File: config.mk
export PLATFORM = sky130hd
export DESIGN_NAME = memory_access_stage_flat
export DESIGN_NICKNAME = d
export VERILOG_FILES = /design/src/rtl/memory_access_stage_if.sv /design/src/rtl/memory_access_stage.sv /design/src/flat_wrapper.sv
export SDC_FILE = /design/constraint.sdc
export NUM_CORES = 2
export LEC_CHECK = 0
export BUFFER_PORTS_ARGS = -buffer_cell sky130_fd_sc_hd__buf_2
export CAP_MARGIN = 25
export CORE_ASPECT_RATIO = 1.1
export CORE_MARGIN = 10
export CORE_UTILIZATION = 30
export CTS_CLUSTER_SIZE = 8
export DETAILED_ROUTE_END_ITERATION = 6
export PLACE_DENSITY_LB_ADDON = 0.1
export SETUP_SLACK_MARGIN = 0.1
export SYNTH_ARGS = -nofsm -noshare
export SYNTH_HDL_FRONTEND = slang
export SYNTH_SLANG_ARGS = --single-unit
export TNS_END_PERCENT = 100
File: constraint.sdc
create_clock -name clk -period 6.1 [get_ports clk]
set_input_delay 0.305 -clock clk [delete_from_list [all_inputs] [get_ports clk]]
set_output_delay 0.305 -clock clk [all_outputs]
set_load 0.02 [all_outputs]
File: src/rtl/memory_access_stage_if.sv
// EX->MEM request bundle and MEM->WB result bundle for the MEM pipeline stage.
// Flow control: XM_* is offered every cycle. M_stall high means "not ready": the producer
// holds XM_* (and the upstream stages) stable until M_stall is low. The op is consumed on
// the first rising edge where M_stall is low.
interface memory_access_stage_if;
  logic [31:0] ALUout;
  logic [31:0] XM_storeData;
  logic [4:0]  XM_RD;
  logic        XM_lwFlag;
  logic        XM_swFlag;
  logic [2:0]  XM_compareFlag;

  logic [31:0] MW_ALUout;
  logic [31:0] MW_memData;
  logic [4:0]  MW_RD;
  logic        MW_lwFlag;
  logic        M_stall;
  logic        M_err;
  logic        dbg_busy;

  modport master (
    output ALUout, XM_storeData, XM_RD, XM_lwFlag, XM_swFlag, XM_compareFlag,
    input  MW_ALUout, MW_memData, MW_RD, MW_lwFlag, M_stall, M_err, dbg_busy
  );

  modport slave (
    input  ALUout, XM_storeData, XM_RD, XM_lwFlag, XM_swFlag, XM_compareFlag,
    output MW_ALUout, MW_memData, MW_RD, MW_lwFlag, M_stall, M_err, dbg_busy
  );
endinterface

File: src/rtl/memory_access_stage.sv
// MEM stage: lw/sw against an internal word-addressed data memory with MEM_LAT wait
// states, single-cycle pass-through for non-memory ops, and a MEM->WB output register.
module memory_access_stage #(
  parameter int ADDR_W  = 6,
  parameter int MEM_LAT = 2
) (
  input  logic                 clk,
  input  logic                 rst_n,
  memory_access_stage_if.slave bus
);
  localparam int DEPTH = 2 ** ADDR_W;
  localparam logic [3:0] LAT_START = 4'(MEM_LAT - 1);

  typedef enum logic {IDLE, BUSY} state_t;

  state_t            state_q, state_d;
  logic [3:0]        cnt_q, cnt_d;
  logic [31:0]       mw_aluout_q, mw_aluout_d;
  logic [31:0]       mw_memdata_q, mw_memdata_d;
  logic [4:0]        mw_rd_q, mw_rd_d;
  logic              mw_lwflag_q, mw_lwflag_d;
  logic              m_err_q, m_err_d;
  logic [31:0]       mem_q [DEPTH];

  logic [ADDR_W-1:0] idx;
  logic              mem_op;
  logic              op_err;
  logic              stall;
  logic              complete;
  logic              mem_we;

  assign idx    = bus.ALUout[ADDR_W+1:2];
  assign mem_op = bus.XM_lwFlag | bus.XM_swFlag;
  assign op_err = (bus.XM_lwFlag & bus.XM_swFlag) | (mem_op & (bus.ALUout[1:0] != 2'b00));

  always_comb begin
    state_d      = state_q;
    cnt_d        = cnt_q;
    mw_aluout_d  = mw_aluout_q;
    mw_memdata_d = mw_memdata_q;
    mw_rd_d      = mw_rd_q;
    mw_lwflag_d  = mw_lwflag_q;
    m_err_d      = 1'b0;
    stall        = 1'b0;
    complete     = 1'b0;
    mem_we       = 1'b0;

    unique case (state_q)
      IDLE: begin
        if (op_err) begin
          m_err_d     = 1'b1;
          mw_rd_d     = 5'd0;
          mw_lwflag_d = 1'b0;
        end else if (!mem_op) begin
          mw_aluout_d = bus.ALUout;
          mw_lwflag_d = 1'b0;
          // Branches and jumps flow through the pipe but never write a register.
          mw_rd_d     = (bus.XM_compareFlag == 3'd1 || bus.XM_compareFlag == 3'd2)
                        ? 5'd0 : bus.XM_RD;
        end else if (MEM_LAT == 0) begin
          complete = 1'b1;
        end else begin
          stall       = 1'b1;
          state_d     = BUSY;
          cnt_d       = LAT_START;
          mw_rd_d     = 5'd0;
          mw_lwflag_d = 1'b0;
        end
      end
      BUSY: begin
        if (cnt_q != 4'd0) begin
          stall       = 1'b1;
          cnt_d       = cnt_q - 4'd1;
          mw_rd_d     = 5'd0;
          mw_lwflag_d = 1'b0;
        end else begin
          complete = 1'b1;
          state_d  = IDLE;
        end
      end
      default: state_d = IDLE;
    endcase

    // XM_* is held while stalled, so the completion edge sees the original request.
    if (complete) begin
      mw_aluout_d = bus.ALUout;
      if (bus.XM_swFlag) begin
        mem_we      = 1'b1;
        mw_rd_d     = 5'd0;
        mw_lwflag_d = 1'b0;
      end else begin
        mw_memdata_d = mem_q[idx];
        mw_rd_d      = bus.XM_RD;
        mw_lwflag_d  = 1'b1;
      end
    end
  end

  always_ff @(posedge clk or negedge rst_n) begin
    if (!rst_n) begin
      state_q      <= IDLE;
      cnt_q        <= 4'd0;
      mw_aluout_q  <= 32'd0;
      mw_memdata_q <= 32'd0;
      mw_rd_q      <= 5'd0;
      mw_lwflag_q  <= 1'b0;
      m_err_q      <= 1'b0;
    end else begin
      state_q      <= state_d;
      cnt_q        <= cnt_d;
      mw_aluout_q  <= mw_aluout_d;
      mw_memdata_q <= mw_memdata_d;
      mw_rd_q      <= mw_rd_d;
      mw_lwflag_q  <= mw_lwflag_d;
      m_err_q      <= m_err_d;
    end
  end

  always_ff @(posedge clk or negedge rst_n) begin
    if (!rst_n) begin
      for (int i = 0; i < DEPTH; i++) mem_q[i] <= 32'd0;
    end else if (mem_we) begin
      mem_q[idx] <= bus.XM_storeData;
    end
  end

  // Stall is gated by reset so an aborted access releases upstream immediately.
  assign bus.M_stall    = stall & rst_n;
  assign bus.MW_ALUout  = mw_aluout_q;
  assign bus.MW_memData = mw_memdata_q;
  assign bus.MW_RD      = mw_rd_q;
  assign bus.MW_lwFlag  = mw_lwflag_q;
  assign bus.M_err      = m_err_q;
  assign bus.dbg_busy   = (state_q == BUSY);
endmodule
File: src/flat_wrapper.sv
// flat-port wrapper written by rule: the top's interface ports become plain ports
module memory_access_stage_flat 
#(
  parameter int ADDR_W  = 6,
  parameter int MEM_LAT = 2
)
  (clk, rst_n, bus_ALUout, bus_XM_storeData, bus_XM_RD, bus_XM_lwFlag, bus_XM_swFlag, bus_XM_compareFlag, bus_MW_ALUout, bus_MW_memData, bus_MW_RD, bus_MW_lwFlag, bus_M_stall, bus_M_err, bus_dbg_busy);
  memory_access_stage_if bus_i ();
  input  logic clk;
  input  logic rst_n;
  input wire logic [$bits(bus_i.ALUout)-1:0] bus_ALUout;
  input wire logic [$bits(bus_i.XM_storeData)-1:0] bus_XM_storeData;
  input wire logic [$bits(bus_i.XM_RD)-1:0] bus_XM_RD;
  input wire logic [$bits(bus_i.XM_lwFlag)-1:0] bus_XM_lwFlag;
  input wire logic [$bits(bus_i.XM_swFlag)-1:0] bus_XM_swFlag;
  input wire logic [$bits(bus_i.XM_compareFlag)-1:0] bus_XM_compareFlag;
  output wire logic [$bits(bus_i.MW_ALUout)-1:0] bus_MW_ALUout;
  output wire logic [$bits(bus_i.MW_memData)-1:0] bus_MW_memData;
  output wire logic [$bits(bus_i.MW_RD)-1:0] bus_MW_RD;
  output wire logic [$bits(bus_i.MW_lwFlag)-1:0] bus_MW_lwFlag;
  output wire logic [$bits(bus_i.M_stall)-1:0] bus_M_stall;
  output wire logic [$bits(bus_i.M_err)-1:0] bus_M_err;
  output wire logic [$bits(bus_i.dbg_busy)-1:0] bus_dbg_busy;
  assign bus_i.ALUout = bus_ALUout;
  assign bus_i.XM_storeData = bus_XM_storeData;
  assign bus_i.XM_RD = bus_XM_RD;
  assign bus_i.XM_lwFlag = bus_XM_lwFlag;
  assign bus_i.XM_swFlag = bus_XM_swFlag;
  assign bus_i.XM_compareFlag = bus_XM_compareFlag;
  assign bus_MW_ALUout = bus_i.MW_ALUout;
  assign bus_MW_memData = bus_i.MW_memData;
  assign bus_MW_RD = bus_i.MW_RD;
  assign bus_MW_lwFlag = bus_i.MW_lwFlag;
  assign bus_M_stall = bus_i.M_stall;
  assign bus_M_err = bus_i.M_err;
  assign bus_dbg_busy = bus_i.dbg_busy;
  memory_access_stage #(.ADDR_W(ADDR_W), .MEM_LAT(MEM_LAT)) u_core (.clk(clk), .rst_n(rst_n), .bus(bus_i));
endmodule
* Word level (Yosys, flattened, before mapping) *
Index checks and enable logic that the tools add are counted.
Widths: inputs -> output; s select.

word-level totals
  register bits = 2124
  input bits = 76
  logic and storage cells = 133

cells by class
  add/subtract/negate cells = 1
  order comparisons = 2
  equal/unequal tests = 9
  multiplexer cells = 35
  bitwise gates (word level) = 8
  reduce and logical (&&, ||, !) cells = 7

operator list
  operator             number
  $bwmux 2048          1
  $mux 32              7
  $bmux 32 s6          1
  $demux 32 s6         1
  $mux 5               6
  $mux 1               12
  $mux 4               3
  $ne 2x2->1 const B   5
  $pmux 5 s2           1
  $pmux 4 s2           1
  $ge 7x7->1 const B   1
  $lt 7x1->1 const B   1
  $not 6->7            1
  $reduce_and 3->1     2
  $pmux 1 s2           2
  $reduce_bool 4->1    1
  $sub 4x1->4 const B  1
  $and 1x1->1          3
  $eq 3x1->1 const B   1
  $eq 3x2->1 const B   1
  $ne 3x3->1 const B   1
  $ne 2x1->1 const B   1
  $not 1->1            2
  $or 1x1->1           2
  4 further kinds      4

* Longest topological paths before layout *
  depth in word-level cells = 7
  depth in mapped cells = 11

* Worst setup path after synthesis *
No wires, ideal clock.

  kind = input port to flip-flop
  start = in bus_ALUout[4]
  end = reg u_core.mw_memdata_q[16], in the netlist u_core.bus.MW_memData[16]
  setup time = 0.126 ns
  arrival = 2.048 ns
  required time = 5.974 ns
  setup slack = 3.926 ns
  cell stages on the path = 8
  buffers on the path = 4
  path through = buf_2 > buf_2 > buf_2 > buf_2 > mux4_2 > a221oi_1 > o21ai_1 > o32a_1

on the way
  cells in the longest elaborated chain, start to end = 4

RTL lines
  item                                        line                        RTL
  start, declared                             flat_wrapper.sv:11          input wire logic [$bits(bus_i.ALUout)-1:0] bus_ALUout;
  $not 6->7 (not written as such)             memory_access_stage.sv:92   mw_memdata_d = mem_q[idx];
  $bmux 32 s6                                 memory_access_stage.sv:92
  $mux 32 (not written as such) (2 in a row)  memory_access_stage.sv:92
  end signal, assigned                        memory_access_stage.sv:112  mw_memdata_q <= mw_memdata_d;
  end, declared                               memory_access_stage.sv:19   logic [31:0] mw_memdata_q, mw_memdata_d;

Every way passes these cells. The select of a mux whose other input is x is not followed.
A chain may end at the register's enable or synchronous reset.

* Worst setup path after layout *
  start = reg u_core.cnt_q[0]
  end = reg u_core.mem_q[1305] in the netlist's numbering

on the way
  cells in the longest elaborated chain, start to end = 4

RTL lines
  item                           line                        RTL
  start, declared                memory_access_stage.sv:17   logic [3:0] cnt_q, cnt_d;
  start signal, assigned         memory_access_stage.sv:110  cnt_q <= cnt_d;
  $reduce_bool 4->1              memory_access_stage.sv:71   if (cnt_q != 4'd0) begin
  $mux 1                         memory_access_stage.sv:71
  $mux 1                         memory_access_stage.sv:48   unique case (state_q)
  $mux 1                         memory_access_stage.sv:85   if (complete) begin
  end signal, assigned by index  memory_access_stage.sv:123  mem_q[idx] <= bus.XM_storeData;
  end, declared                  memory_access_stage.sv:23   logic [31:0] mem_q [DEPTH];

Every way passes these cells.

==> impl_metrics.yaml <==
status:
  status: "finished, final reports clean"
placement:
  place_congestion: 0.775
  portBuffers: 148
  post_dp_cell_area_um2: 101000
  post-place-ws_ns: 2.15
  hpwl_um: 231000
grt:
  grtUsageTotal_pct: 22.4
  grt_max_degree: 164
  grt_pass1_vias: 63700
  gr-total-overflow: 0
  grt_pass1_wl_um: 543000
  antenna_found_initial: 29
floorplan:
  placementRows: 217
  dieArea_um2: 342000
  die_h_um: 612
  ios: 149
  die_w_um: 558
  start_util_pct: 30.1
  core_area_um2: 317000
sta:
  finalMaxSlewViolations: 0
  rsz0062_at_grt: "no"
  finClkSkew_ns: 0.0246
  fin_crit_sh_pct: 63.7
  period_needed_ns: 3.89
  fin_tns_setup_ns: 0
  timing.final.ws_setup_ns: 2.21
  max_slew.worst_pin.slew_ns: 1.15
  max_freq_ghz: 0.257
  finalHoldViolCount: 0
  slew_headroom_pct: 23.1
  setup_viol: 0
clock_network:
  clk_latency_ns: 0.91
  cts-root-buf: "clkbuf_16"
  cts_setup_buffers: 0
  cts.clk_slew.worst_paths_ns: 0.05
  htree_levels: 5
  hold_buffers: 46
  post_cts_resized: 0
  cts.sinks: 2124
  tritoncts: "built"
  clock_path_buffers: 4
  cts_buffers: 304
logic_synthesis:
  ys_async_sr_fraction_pct: 100
  synth_nets: 6694
  synth_cells: 6616
  synth-main-ff-cell: "dfrtp_1"
  synth_area_um2: 95600
  yosysWarnings: 0
  yosysUniqueCellTypes: 71
  ys_seq_area_share_pct: 55.6
  synth_seq_cells: 2124
  synth-edff-count: 0
  syn_avg_cell_area_um2: 14.4
worst_hold_path:
  hold_path.class: "primary input to async pin"
critical_path:
  rrSetupSlack_ns: 2.21
  startpoint_type: "flop"
  crit_path_max_fanout: 17
  worstSetupEndpointType: "flop"
  cp.required_ns: 6.86
  worstPathArrival_ns: 4.65
  slowest_delay_ns: 0.83
  worstSetupPathType: "flop to flop"
  worstPathCellList: "inv_1 > ha_1 > and4bb_2 > nand2_2 > nor2_2 > nand2_4 > buf_4 > mux2_1"
  cp_slowest_cell: "nor2_2"
route:
  wire_per_inst_um: 35.9
  drtAntennaViolNets: 0
  first_pass_iters: 5
  dr_total_vias: 60600
  wl_um: 392000
  drc: 0
  drt-initial-drc-count: 4280
  viasPerCell: 5.56
cells_and_area:
  regArea_um2: 53200
  syn_to_final_growth_pct: 15.1
  multi_input_area_um2: 39600
  fillerInstances: 30500
  fin_nets: 6778
  layout-drive-gt1-share_pct: 46.5
  final_cell_area_um2: 110000
power_and_ir_drop:
  ir_drop_v: 0.000215
  p_total_w: 0.0352
  powerDensity_nw_per_um2: 320
  p_leak_nw: 53.6
job:
  drv_cap: 0
## critical path: cells and delay by family, from the launching register on
kind          cells  cell delay, ns
simple gates      4            2.08
buf+inv           2            0.64
mux               1            0.41
flops             1            0.39
fa+ha+maj         1            0.16
## cell type report
type | instances | area share (%)
flip-flops and latches | 2124 | 48.3
multi-input cells | 3798 | 36.0
clock buffers | 315 | 7.11
well taps | 4161 | 4.73
repair buffers | 466 | 3.54
clock inverters | 19 | 0.206
inverters | 6 | 0.0307
diodes | 5 | 0.0114
## final timing paths
| path | startpoint | end | cells past startpoint |
|---|---|---|---|
| min in group clk | bus_XM_storeData[30] | u_core.mem_q[1118]$_DFFE_PN0P_ | 2 |
| hold reg to reg | u_core.bus.MW_ALUout[4]$_DFFE_PN0P_ | u_core.bus.MW_ALUout[4]$_DFFE_PN0P_ | 2 |
| setup reg to reg | u_core.cnt_q[0]$_DFFE_PN0P_ | u_core.mem_q[1305]$_DFFE_PN0P_ | 8 |
| max in group asynchronous | rst_n | u_core.mem_q[1843]$_DFFE_PN0P_ | 4 |
| hold / removal | rst_n | u_core.mem_q[1401]$_DFFE_PN0P_ | 2 |
| setup / recovery | u_core.cnt_q[0]$_DFFE_PN0P_ | u_core.mem_q[1305]$_DFFE_PN0P_ | 8 |
## registers in the layout, indices dropped and copies added, names as in the netlist
| signal | flops |
|---|---|
| u_core.bus.MW_RD | 5 |
| u_core.bus.M_err | 1 |
| u_core.bus.MW_memData | 32 |
| u_core.bus.MW_ALUout | 32 |
| u_core.bus.dbg_busy | 1 |
| u_core.bus.MW_lwFlag | 1 |
| u_core.cnt_q | 4 |
| u_core.mem_q | 2048 |
## through the flow
stage               utilization (%)  cells  hold WS (ns)
floorplan                         -   6616       0.00941
global placement               31.9  10500         0.421
detailed placement             31.9  10500         0.441
CTS                            34.6  10900        0.0542
global route                   34.6  10900         0.115
finish                         34.6  10900        0.0731
## report_power, final
part / total (W) / switching [W] / leakage (nW) / internal, W
clock network: 0.0153 / 0.00635 / 3.96 / 0.00899
logic: 0.00398 / 0.00239 / 20.2 / 0.00158
registers: 0.0159 / 0.000685 / 29.4 / 0.0152
total: 0.0352 / 0.00943 / 53.6 / 0.0258
## layer usage
| layer | global-route usage [%] | part of all wire [%] | up-vias |
|---|---|---|---|
| met3 | 3.68 | 4.9 | 572 |
| met5 | 0 | 0.015 | - |
| met2 | 37.3 | 48 | 1687 |
| li1 | - | - | 24700 |
| met1 | 29.6 | 43 | 33600 |
| met4 | 7.63 | 3.8 | 8 |
## kinds of logic after synthesis
kind of cell | count (synthesis) | share of synthesized area (%)
AOI/OAI and AO/OA | 824 | 6.36
buffers and inverters | 694 | 3.38
xor gates and xnor gates | 4 | 0.0367
adders and majority gates | 2 | 0.0262
DFF | 2124 | 55.6
muxes | 2584 | 32.8
and+or+nand+nor | 384 | 1.81
## placed cells by master, fill, tap and decap left out, types with 11 or more instances in the layout
cell type	count
a21oi_1	105
a221oi_1	249
clkbuf_16	310
nand2_2	37
dlygate4sd3_1	46
buf_12	44
buf_4	222
a221o_1	11
o22a_1	16
o2111ai_1	13
mux2_1	115
a22oi_1	131
buf_2	144
nand2_1	82
nor2_2	12
a211oi_1	16
mux2i_1	215
a22o_1	30
dfrtp_1	2124
a31oi_1	16
o21ai_0	98
inv_6	14
nand3_1	24
o32a_1	18
mux2_2	2033
mux4_2	221
o22ai_1	69
o211ai_1	16
nand2_4	29
nor2_1	110
## cells in the mapped netlist (105+ instances only)
master    count  area share, %
mux2_1      115            1.4
a22oi_1     131            1.0
nor2_1      121           0.48
mux2i_1     215            2.3
dfrtp_1    2124             56
nand2_1     146           0.57
clkbuf_1    287            1.1
mux2_2     2033             24
buf_2       289            1.5
a21oi_1     105           0.55
mux4_2      221            5.2
a221oi_1    249            2.3
Power figures use the tool's default switching activity.
